## config.mk

```make
export PLATFORM = sky130hd
export DESIGN_NAME = msi_gen
export DESIGN_NICKNAME = d
export VERILOG_FILES = /design/src/rtl/msi_gen_pkg.sv /design/src/rtl/msi_fifo.sv /design/src/rtl/msi_gen.sv
export SDC_FILE = /design/constraint.sdc
export NUM_CORES = 1
export LEC_CHECK = 0
export BUFFER_PORTS_ARGS = -buffer_cell sky130_fd_sc_hd__buf_2
export CORE_MARGIN = 2
export CORE_UTILIZATION = 35
export CTS_BUF_LIST = sky130_fd_sc_hd__clkbuf_16
export CTS_CLUSTER_DIAMETER = 50
export DETAILED_ROUTE_END_ITERATION = 7
export REMOVE_ABC_BUFFERS = 1
export SYNTH_ARGS = -nofsm -noshare
export SYNTH_HDL_FRONTEND = slang
export SYNTH_SLANG_ARGS = --single-unit
```

## constraint.sdc

```tcl
create_clock -name clk_i -period 3.1 [get_ports clk_i]
set_clock_uncertainty 0.2 [all_clocks]
set_input_delay 0.62 -clock clk_i [delete_from_list [all_inputs] [get_ports clk_i]]
set_output_delay 0.62 -clock clk_i [all_outputs]
set_load 0.005 [all_outputs]
```

## src/rtl/msi_gen_pkg.sv

```systemverilog
// Shared SoC constants for the IMSIC message path.
// Also holds the MSI generator state encoding and its address helper.
package msi_gen_pkg;

  localparam logic [63:0] IMSICBase         = 64'h0000_0000_2400_0000;
  localparam logic [63:0] IMSICLength       = 64'h0000_0000_0000_4000;
  localparam logic [63:0] SeteipnumLeOffset = 64'h0000_0000_0000_0000;

  typedef enum logic [1:0] {
    MSI_IDLE      = 2'd0,
    MSI_ADDR_DATA = 2'd1,
    MSI_RESP      = 2'd2
  } msi_state_e;

  localparam logic [1:0] ST_IDLE      = MSI_IDLE;
  localparam logic [1:0] ST_ADDR_DATA = MSI_ADDR_DATA;
  localparam logic [1:0] ST_RESP      = MSI_RESP;

  // Doorbell address of one interrupt file: page base plus the little-endian seteipnum register.
  function automatic logic [63:0] msi_target_addr(input logic [63:0] base,
                                                  input logic [63:0] stride,
                                                  input logic [63:0] file);
    return base + SeteipnumLeOffset + (file * stride);
  endfunction

endpackage

```

## src/rtl/msi_fifo.sv

```systemverilog
// Power-of-two request queue; a push into a full queue is taken when a pop happens in the same cycle.
module msi_fifo #(
  parameter int Depth = 4,
  parameter int Width = 13
) (
  input  logic             clk,
  input  logic             rst,
  input  logic             push,
  input  logic [Width-1:0] din,
  input  logic             pop,
  output logic [Width-1:0] dout,
  output logic             full,
  output logic             empty
);

  localparam int              PtrW  = $clog2(Depth);
  localparam logic [PtrW:0]   Level = (PtrW + 1)'(Depth);

  logic [Width-1:0] mem_r [Depth];
  logic [PtrW-1:0]  wr_ptr_r;
  logic [PtrW-1:0]  rd_ptr_r;
  logic [PtrW:0]    count_r;
  logic             push_en_s;
  logic             pop_en_s;

  assign empty     = (count_r == {(PtrW + 1){1'b0}});
  assign full      = (count_r == Level);
  assign pop_en_s  = pop && !empty;
  assign push_en_s = push && (!full || pop_en_s);
  assign dout      = mem_r[rd_ptr_r];

  // Pointer and occupancy bookkeeping.
  always_ff @(posedge clk) begin
    if (rst) begin
      wr_ptr_r <= {PtrW{1'b0}};
      rd_ptr_r <= {PtrW{1'b0}};
      count_r  <= {(PtrW + 1){1'b0}};
    end else begin
      if (push_en_s) begin
        wr_ptr_r <= wr_ptr_r + {{(PtrW - 1){1'b0}}, 1'b1};
      end
      if (pop_en_s) begin
        rd_ptr_r <= rd_ptr_r + {{(PtrW - 1){1'b0}}, 1'b1};
      end
      case ({push_en_s, pop_en_s})
        2'b10:   count_r <= count_r + {{PtrW{1'b0}}, 1'b1};
        2'b01:   count_r <= count_r - {{PtrW{1'b0}}, 1'b1};
        default: count_r <= count_r;
      endcase
    end
  end

  // Storage array; contents are only observed while the queue is non-empty.
  always_ff @(posedge clk) begin
    if (push_en_s) begin
      mem_r[wr_ptr_r] <= din;
    end
  end

endmodule

```

## src/rtl/msi_gen.sv

```systemverilog
// MSI generator: queues (file, EIID) requests and turns each one into a single
// 32-bit doorbell write to the IMSIC seteipnum_le register of the chosen file.
module msi_gen
  import msi_gen_pkg::*;
#(
  parameter int          NrIntpFiles = 3,
  parameter logic [63:0] ImsicBase   = IMSICBase,
  parameter logic [63:0] FileStride  = 64'h0000_0000_0000_1000,
  parameter int          FifoDepth   = 4,
  parameter int          EiidWidth   = 11,
  localparam int         FileW       = (NrIntpFiles > 1) ? $clog2(NrIntpFiles) : 1
) (
  input  logic                 clk_i,
  input  logic                 rst_i,
  input  logic                 req_valid_i,
  output logic                 req_ready_o,
  input  logic [FileW-1:0]     req_file_i,
  input  logic [EiidWidth-1:0] req_eiid_i,
  output logic                 aw_valid_o,
  input  logic                 aw_ready_i,
  output logic [63:0]          aw_addr_o,
  output logic                 w_valid_o,
  input  logic                 w_ready_i,
  output logic [31:0]          w_data_o,
  output logic [3:0]           w_strb_o,
  input  logic                 b_valid_i,
  output logic                 b_ready_o,
  input  logic [1:0]           b_resp_i,
  output logic                 drop_o,
  output logic                 err_o,
  output logic                 busy_o
);

  localparam int EntryW = FileW + EiidWidth;

  logic [1:0]           state_r;
  logic                 aw_valid_r;
  logic                 w_valid_r;
  logic                 b_ready_r;
  logic                 drop_r;
  logic                 err_r;
  logic [63:0]          aw_addr_r;
  logic [31:0]          w_data_r;
  logic [3:0]           w_strb_r;

  logic                 fifo_full_s;
  logic                 fifo_empty_s;
  logic                 fifo_push_s;
  logic                 fifo_pop_s;
  logic [EntryW-1:0]    fifo_head_s;
  logic [FileW-1:0]     head_file_s;
  logic [EiidWidth-1:0] head_eiid_s;
  logic                 req_accept_s;
  logic                 req_bad_s;
  logic                 aw_done_s;
  logic                 w_done_s;

  assign req_ready_o  = !fifo_full_s && !rst_i;
  assign req_accept_s = req_valid_i && req_ready_o;
  // Identity 0 is reserved by the IMSIC and files beyond the implemented set have no page.
  assign req_bad_s    = (req_eiid_i == {EiidWidth{1'b0}}) ||
                        (32'(req_file_i) >= 32'(NrIntpFiles));
  assign fifo_push_s  = req_accept_s && !req_bad_s;
  assign fifo_pop_s   = (state_r == ST_IDLE) && !fifo_empty_s;

  assign head_file_s  = fifo_head_s[EntryW-1:EiidWidth];
  assign head_eiid_s  = fifo_head_s[EiidWidth-1:0];

  // A channel counts as done once its valid has dropped or it handshakes this cycle.
  assign aw_done_s    = !aw_valid_r || aw_ready_i;
  assign w_done_s     = !w_valid_r || w_ready_i;

  msi_fifo #(
    .Depth (FifoDepth),
    .Width (EntryW)
  ) u_fifo (
    .clk   (clk_i),
    .rst   (rst_i),
    .push  (fifo_push_s),
    .din   ({req_file_i, req_eiid_i}),
    .pop   (fifo_pop_s),
    .dout  (fifo_head_s),
    .full  (fifo_full_s),
    .empty (fifo_empty_s)
  );

  // Transaction FSM, output payload registers and the one-cycle status pulses.
  always_ff @(posedge clk_i) begin
    if (rst_i) begin
      state_r    <= ST_IDLE;
      aw_valid_r <= 1'b0;
      w_valid_r  <= 1'b0;
      b_ready_r  <= 1'b0;
      drop_r     <= 1'b0;
      err_r      <= 1'b0;
      aw_addr_r  <= 64'h0;
      w_data_r   <= 32'h0;
      w_strb_r   <= 4'h0;
    end else begin
      drop_r <= req_accept_s && req_bad_s;
      err_r  <= 1'b0;
      case (state_r)
        ST_IDLE: begin
          if (!fifo_empty_s) begin
            aw_addr_r  <= msi_target_addr(ImsicBase, FileStride, 64'(head_file_s));
            w_data_r   <= 32'(head_eiid_s);
            w_strb_r   <= 4'hF;
            aw_valid_r <= 1'b1;
            w_valid_r  <= 1'b1;
            state_r    <= ST_ADDR_DATA;
          end else begin
            state_r    <= ST_IDLE;
          end
        end
        ST_ADDR_DATA: begin
          if (aw_ready_i) begin
            aw_valid_r <= 1'b0;
          end
          if (w_ready_i) begin
            w_valid_r <= 1'b0;
          end
          if (aw_done_s && w_done_s) begin
            b_ready_r <= 1'b1;
            state_r   <= ST_RESP;
          end else begin
            state_r   <= ST_ADDR_DATA;
          end
        end
        ST_RESP: begin
          if (b_valid_i) begin
            b_ready_r <= 1'b0;
            err_r     <= (b_resp_i != 2'b00);
            state_r   <= ST_IDLE;
          end else begin
            state_r   <= ST_RESP;
          end
        end
        default: begin
          aw_valid_r <= 1'b0;
          w_valid_r  <= 1'b0;
          b_ready_r  <= 1'b0;
          state_r    <= ST_IDLE;
        end
      endcase
    end
  end

  // Control outputs are forced low for the whole reset cycle, not just after the edge.
  assign aw_valid_o = aw_valid_r && !rst_i;
  assign w_valid_o  = w_valid_r && !rst_i;
  assign b_ready_o  = b_ready_r && !rst_i;
  assign drop_o     = drop_r && !rst_i;
  assign err_o      = err_r && !rst_i;
  assign busy_o     = (!fifo_empty_s || (state_r != ST_IDLE)) && !rst_i;
  assign aw_addr_o  = aw_addr_r;
  assign w_data_o   = w_data_r;
  assign w_strb_o   = w_strb_r;

endmodule
```

Word-level counts from Yosys, hierarchy flattened:

Memory sizes are Yosys's and may differ from the RTL's. A register that Yosys moved wholly into a read port is not among the register bits.
Cells that the tools add are included.

* bits in registers: 90
* word-level logic and storage cells: 86
* ROM bits: 0
* bits in latches: 0
* memory bits (writable): 52
* memories kept: 1
* output and inout bits: 107
* input port bits: 21

* add/sub/neg operators: 5
* order comparisons: 1
* $mul: 0
* shifts and indexed selects: 0
* bitwise gates (word level): 4
* div/mod/pow operators: 0
* reductions and logical operators: 36
* eq/ne operators: 10
* multiplexer cells: 17

Memory list
* u_fifo.mem_r: depth 4, width 13, rd ports 1, clocked after memory_dff 1, write ports 1, RTL line msi_fifo.sv:19 `logic [Width-1:0] mem_r [Depth];`

Operators by type and width (number)
* 30-bit by 14-bit adder with 31-bit output (first input constant): 1
* 1-bit logical AND: 14
* 11-bit zero test: 1
* 2-bit inequality test (second input constant): 5
* 1-bit case mux with 3 select lines: 3
* 3-bit AND reduction: 3
* 1-bit 2-to-1 mux: 8
* 2-bit 2-to-1 mux: 4
* 1-bit zero test: 6
* 2-bit case mux with 3 select lines: 1
* 3-bit case mux with 2 select lines: 1
* 2-bit nonzero test: 3
* 1-bit logical OR: 5
* 2-bit by 1-bit adder with 2-bit output (second input constant): 2
* 2-bit by 1-bit == test with 1-bit output (second input constant): 2
* 2-bit == test (second input constant): 2
* 1-bit inverter: 4
* 3-bit by 1-bit adder with 3-bit output (second input constant): 1
* 3-bit == test (second input constant): 1
* 3-bit zero test: 1
* 3-bit OR reduction: 1
* 3-bit by 1-bit subtractor with 3-bit output (second input constant): 1
* 2-bit >= comparator (second input constant): 1
* 2-bit zero test: 1
* 2-bit AND reduction: 1

Longest topological paths before layout:

* depth in word-level cells: 8
* mapped depth: 10

By module:

From an unflattened synthesis, not the netlist that was laid out.

* cell total of the unflattened synthesis: 317
* area total of the unflattened synthesis: 3931.3 um2

Modules (own cells, without submodules)
* msi_fifo: area each 2407.3 um2, sequential area each 1741.7 um2, instances 1, cells each 126
* msi_gen: area each 1524.0 um2, sequential area each 420.4 um2, instances 1, cells each 191

Worst setup path after synthesis:

No wires, ideal clock.

* kind: input-to-reg
* from: input port req_eiid_i[4]
* to: register u_fifo.count_r[2]
* arrival: 2.529 ns
* path buffers: 0
* required time: 2.830 ns
* setup slack: 0.302 ns
* stages on the path: 9
* path through: nor4_1 a32oi_1 and2_4 inv_1 ha_1 fa_1 xnor2_1 or3_2 a21oi_1

* cells in the longest elaborated chain, start to end: 7
* elaborated cells between the ends (all ways): 9
* those cells by class: eq/ne: 2; mux: 1; reduce/logical: 6

RTL lines
* start, declared: RTL line msi_gen.sv:18 `input logic [EiidWidth-1:0] req_eiid_i,`
* 11-bit zero test (*): RTL line msi_gen.sv:61 `assign req_bad_s = (req_eiid_i == {EiidWidth{1'b0}}) ||`
* 1-bit logical OR (*): RTL line msi_gen.sv:61
* 1-bit zero test (*): RTL line msi_gen.sv:63 `assign fifo_push_s = req_accept_s && !req_bad_s;`
* 1-bit logical AND (*): RTL line msi_gen.sv:63
* 1-bit logical AND (*): RTL line msi_fifo.sv:29 `assign push_en_s = push && (!full || pop_en_s);`
* 2-bit by 1-bit == test with 1-bit output or 2-bit == test (tied branches): RTL line msi_fifo.sv:45 `case ({push_en_s, pop_en_s})`
* 3-bit case mux with 2 select lines or 2-bit nonzero test (tied branches)
* end signal, assigned: RTL line msi_fifo.sv:46 `2'b10: count_r <= count_r + {{PtrW{1'b0}}, 1'b1};`
* end signal, assigned: RTL line msi_fifo.sv:47 `2'b01: count_r <= count_r - {{PtrW{1'b0}}, 1'b1};`
* end signal, assigned: RTL line msi_fifo.sv:48 `default: count_r <= count_r;`
* end, declared: RTL line msi_fifo.sv:22 `logic [PtrW:0] count_r;`

Every way passes the cells marked *; elsewhere a longest branch is shown, timed or not.
A chain may end at the register's enable or synchronous reset.

Worst setup path in the final report:

* from: input port req_eiid_i[2]
* to: register u_fifo.count_r[2]

The elaborated chain is that of the path after synthesis.

==> flow_summary.yaml <==
synth:
  yosysTopAreaCellShare_pct: 40.0
  yosysTopAreaCell: "edfxtp_1"
  yosys_register_bits: 82
  ys_dominant_reg_cell: "edfxtp_1"
  synth_cell_types: 41
  syn_inst: 303
  async_flop_share_pct: 0
  yosysSeqAreaShare_pct: 55.4
  synthTopCellsByArea: "edfxtp_1, buf_4, dfxtp_1, mux4_2, mux4_1"
  syn_area_um2: 3900
  syn_area_per_cell_um2: 12.9
  synth_warnings: 0
  synth_edf_count: 52
pwr:
  fin_total_pwr_w: 0.00333
  leakage_nw: 1.69
  vdd_drop_max_uv: 287
  power_density_nw_per_um2: 794
setup_path:
  cp_num_buf_inv: 2
  path_cells: "buf_2, nor4_1, a32oi_1, and2_4, inv_1, ha_1, fa_1, xnor2_1, or3_2, a21oi_1"
  crit_cells: 10
  path_class: "in -> reg"
  cp-end-kind: "flip-flop"
  startpoint: "req_eiid_i[2]"
  r2r_setup_slack_ns: 0.43
  slowest_delay_ns: 0.55
  cp_data_required_time_ns: 3.16
  critPathTopFamily: "simple AND/OR/NAND/NOR gates"
  critPathArrivalTime_ns: 2.83
  r2r_start: "u_fifo.count_r[0]$_SDFFE_PP0P_"
  crit_end: "u_fifo.count_r[2]$_SDFFE_PP0P_"
  slowest_stage: "nor4_1"
  crit_fanout: 5
  critPathLaunchType: "input pin"
  reg2reg_depth: 9
  r2r_end: "u_fifo.count_r[2]$_SDFFE_PP0P_"
clock_network:
  cts.sinks: 82
  clkTransAtPathRegs_ns: 0.06
  htree_levels: 3
  numCtsBuffers: 9
  post_cts_resized: 0
  cts_setup_buffers: 0
  postCtsHoldBufs: 0
  cts_tree: "yes"
  clk_latency_ns: 0.33
  cts.path.max_buffers: 2
  clockRootBuffer: "clkbuf_16"
global_route:
  grt_usage_pct: 11.3
  grt_antenna_before_repair: 0
  grt_max_degree: 36
  grt_pass1_wl_um: 9910
  first_global_vias: 1912
  gr-total-overflow: 0
die:
  rows: 38
  die_h_um: 110
  initial_core_util_pct: 36.0
  num_io_pins: 128
  dieArea_um2: 12000
  coreArea_um2: 10800
  die_w_um: 110
sta:
  min_period_ns: 2.77
  period_share_pct: 89.3
  hold_viol_final: 0
  rsz0062_at_grt: "false"
  setup_viol: 0
  max_freq_ghz: 0.361
  report.final.slew_viol_count: 0
  worst_pin_slew_ns: 0.814
  slew_headroom_pct: 45.8
run_status:
  status: "finished, final reports clean"
drt:
  drt_wl_total_um: 6660
  drc: 0
  vias_per_cell: 4.25
  drt_iter0_drc: 44
  num_vias: 2102
  drtPass1Iterations: 4
  ant_nets: 0
  wl_per_cell_um: 13.4
layout:
  drive_above_1_share_pct: 25.1
  nNetsFinal: 377
  areaGrowthSynthToFinish_pct: 7.50
  final_util_pct: 38.7
  antenna_cells: 0
hold_path:
  min_path_type: "reg -> reg"
place:
  gp_congestion: 0.729
  place_hpwl_um: 4590
  port_buffers: 46
flow_run:
  cap_viol_max_count: 0
==> cells by family (layout without fill, tap and decap cells) <==
logic type               after synthesis  after routing  synth area share [%]
AO/OA/AOI/OAI                         31             31                  5.35
flip-flops                            82             82                  55.4
buffers and inverters                100             72                  19.6
multiplexers                          14             14                  8.24
adder cells (fa/ha/maj)                6              6                  2.12
other                                  1             81                0.0961
XOR/XNOR                               4              4                 0.898
AND/OR/NAND/NOR                       65             65                  8.37
==> sequential cells by signal, summed over array words and instances, names as in the netlist, named ones only <==
signal,cells
u_fifo.mem_r,52
w_data_o,11
aw_addr_o,3
u_fifo.count_r,3
state_r,2
u_fifo.rd_ptr_r,2
u_fifo.wr_ptr_r,2
aw_valid_r,1
b_ready_r,1
drop_r,1
err_r,1
w_valid_r,1
==> synthesized netlist by cell type (all sizes together) (3+ instances only) <==
library cell  instances
dfxtp                30
inv                   6
and3                  4
nand2                30
ha                    5
a21oi                21
edfxtp               52
mux4                 13
buf                  94
nor2                 10
nand3                 3
o21ai                 5
nor2b                 6
==> area by class of cell <==
cell class	count	area, µm²
Sequential cell	82	2160
Tap cell	140	175
Timing Repair Buffer	50	260
Clock buffer	9	225
Clock inverter	7	70.1
Inverter	6	25.0
Multi-Input combinational cell	201	1280
Fill cell	1040	6640
==> stage by stage <==
| stage | hold WS, ns | setup slack, ns | TNS [ns] | cells | cell area [µm²] |
|---|---|---|---|---|---|
| detailed placement | 0.249 | -0.0380 | -0.0380 | 479 | 3900 |
| finish | 0.257 | 0.331 | 0 | 495 | 4200 |
| floorplan | 0.226 | 0.302 | 0 | 289 | 3470 |
| global placement | 0.242 | 0.0237 | 0 | 479 | 3900 |
| CTS | 0.258 | 0.319 | 0 | 495 | 4200 |
| global route | 0.286 | 0.189 | 0 | 495 | 4200 |
==> how the worst min path moves through the flow <==
stage / startpoint / to / slack (ns) / cells past startpoint
floorplan: b_ready_r$_SDFFE_PP0P_ / b_ready_r$_SDFFE_PP0P_ / 0.23 / 2
CTS: b_ready_r$_SDFFE_PP0P_ / b_ready_r$_SDFFE_PP0P_ / 0.26 / 2
detailed placement: b_ready_r$_SDFFE_PP0P_ / b_ready_r$_SDFFE_PP0P_ / 0.25 / 2
global route: w_data_o[2]$_SDFFE_PP0P_ / w_data_o[2]$_SDFFE_PP0P_ / 0.29 / 2
finish: b_ready_r$_SDFFE_PP0P_ / b_ready_r$_SDFFE_PP0P_ / 0.26 / 2
global placement: b_ready_r$_SDFFE_PP0P_ / b_ready_r$_SDFFE_PP0P_ / 0.24 / 2
==> worst register-to-register path, delay by kind of cell (launching register included) <==
| kind | cells | cell delay, ns |
|---|---|---|
| buffers and inverters | 1 | 0.04 |
| and+or+nand+nor | 3 | 0.74 |
| DFF | 1 | 0.44 |
| adders and majority gates | 2 | 0.58 |
| xor gates and xnor gates | 1 | 0.14 |
| AOI/OAI and AO/OA | 2 | 0.45 |
==> cells in the final DEF, fill, tap and decap left out, drive strengths merged, types with 2 or more instances in the layout <==
cell type,count
conb,81
edfxtp,52
buf,50
dfxtp,30
nand2,30
a21oi,21
mux4,13
nor2,10
clkbuf,9
inv,8
nor2b,6
ha,5
o21ai,5
and3,4
nand3,3
nand2b,2
nor4,2
nor3,2
xor2,2
xnor2,2
clkinvlp,2
or3,2
clkinv,2
==> metal layers <==
| layer | GRT usage (%) | routed length [µm] |
|---|---|---|
| met3 | 2.73 | 485 |
| met5 | 0 | 0 |
| met2 | 18.8 | 3340 |
| met1 | 13.6 | 2740 |
| met4 | 5.79 | 92 |
==> power by group <==
group / leakage [nW] / internal (W) / total, W / switching [W]
registers: 0.717 / 0.00132 / 0.00145 / 0.000126
clock network: 0.141 / 0.000622 / 0.00104 / 0.000418
logic: 0.828 / 0.000379 / 0.000844 / 0.000465
total: 1.69 / 0.00232 / 0.00333 / 0.00101
Power figures use the tool's default switching activity.
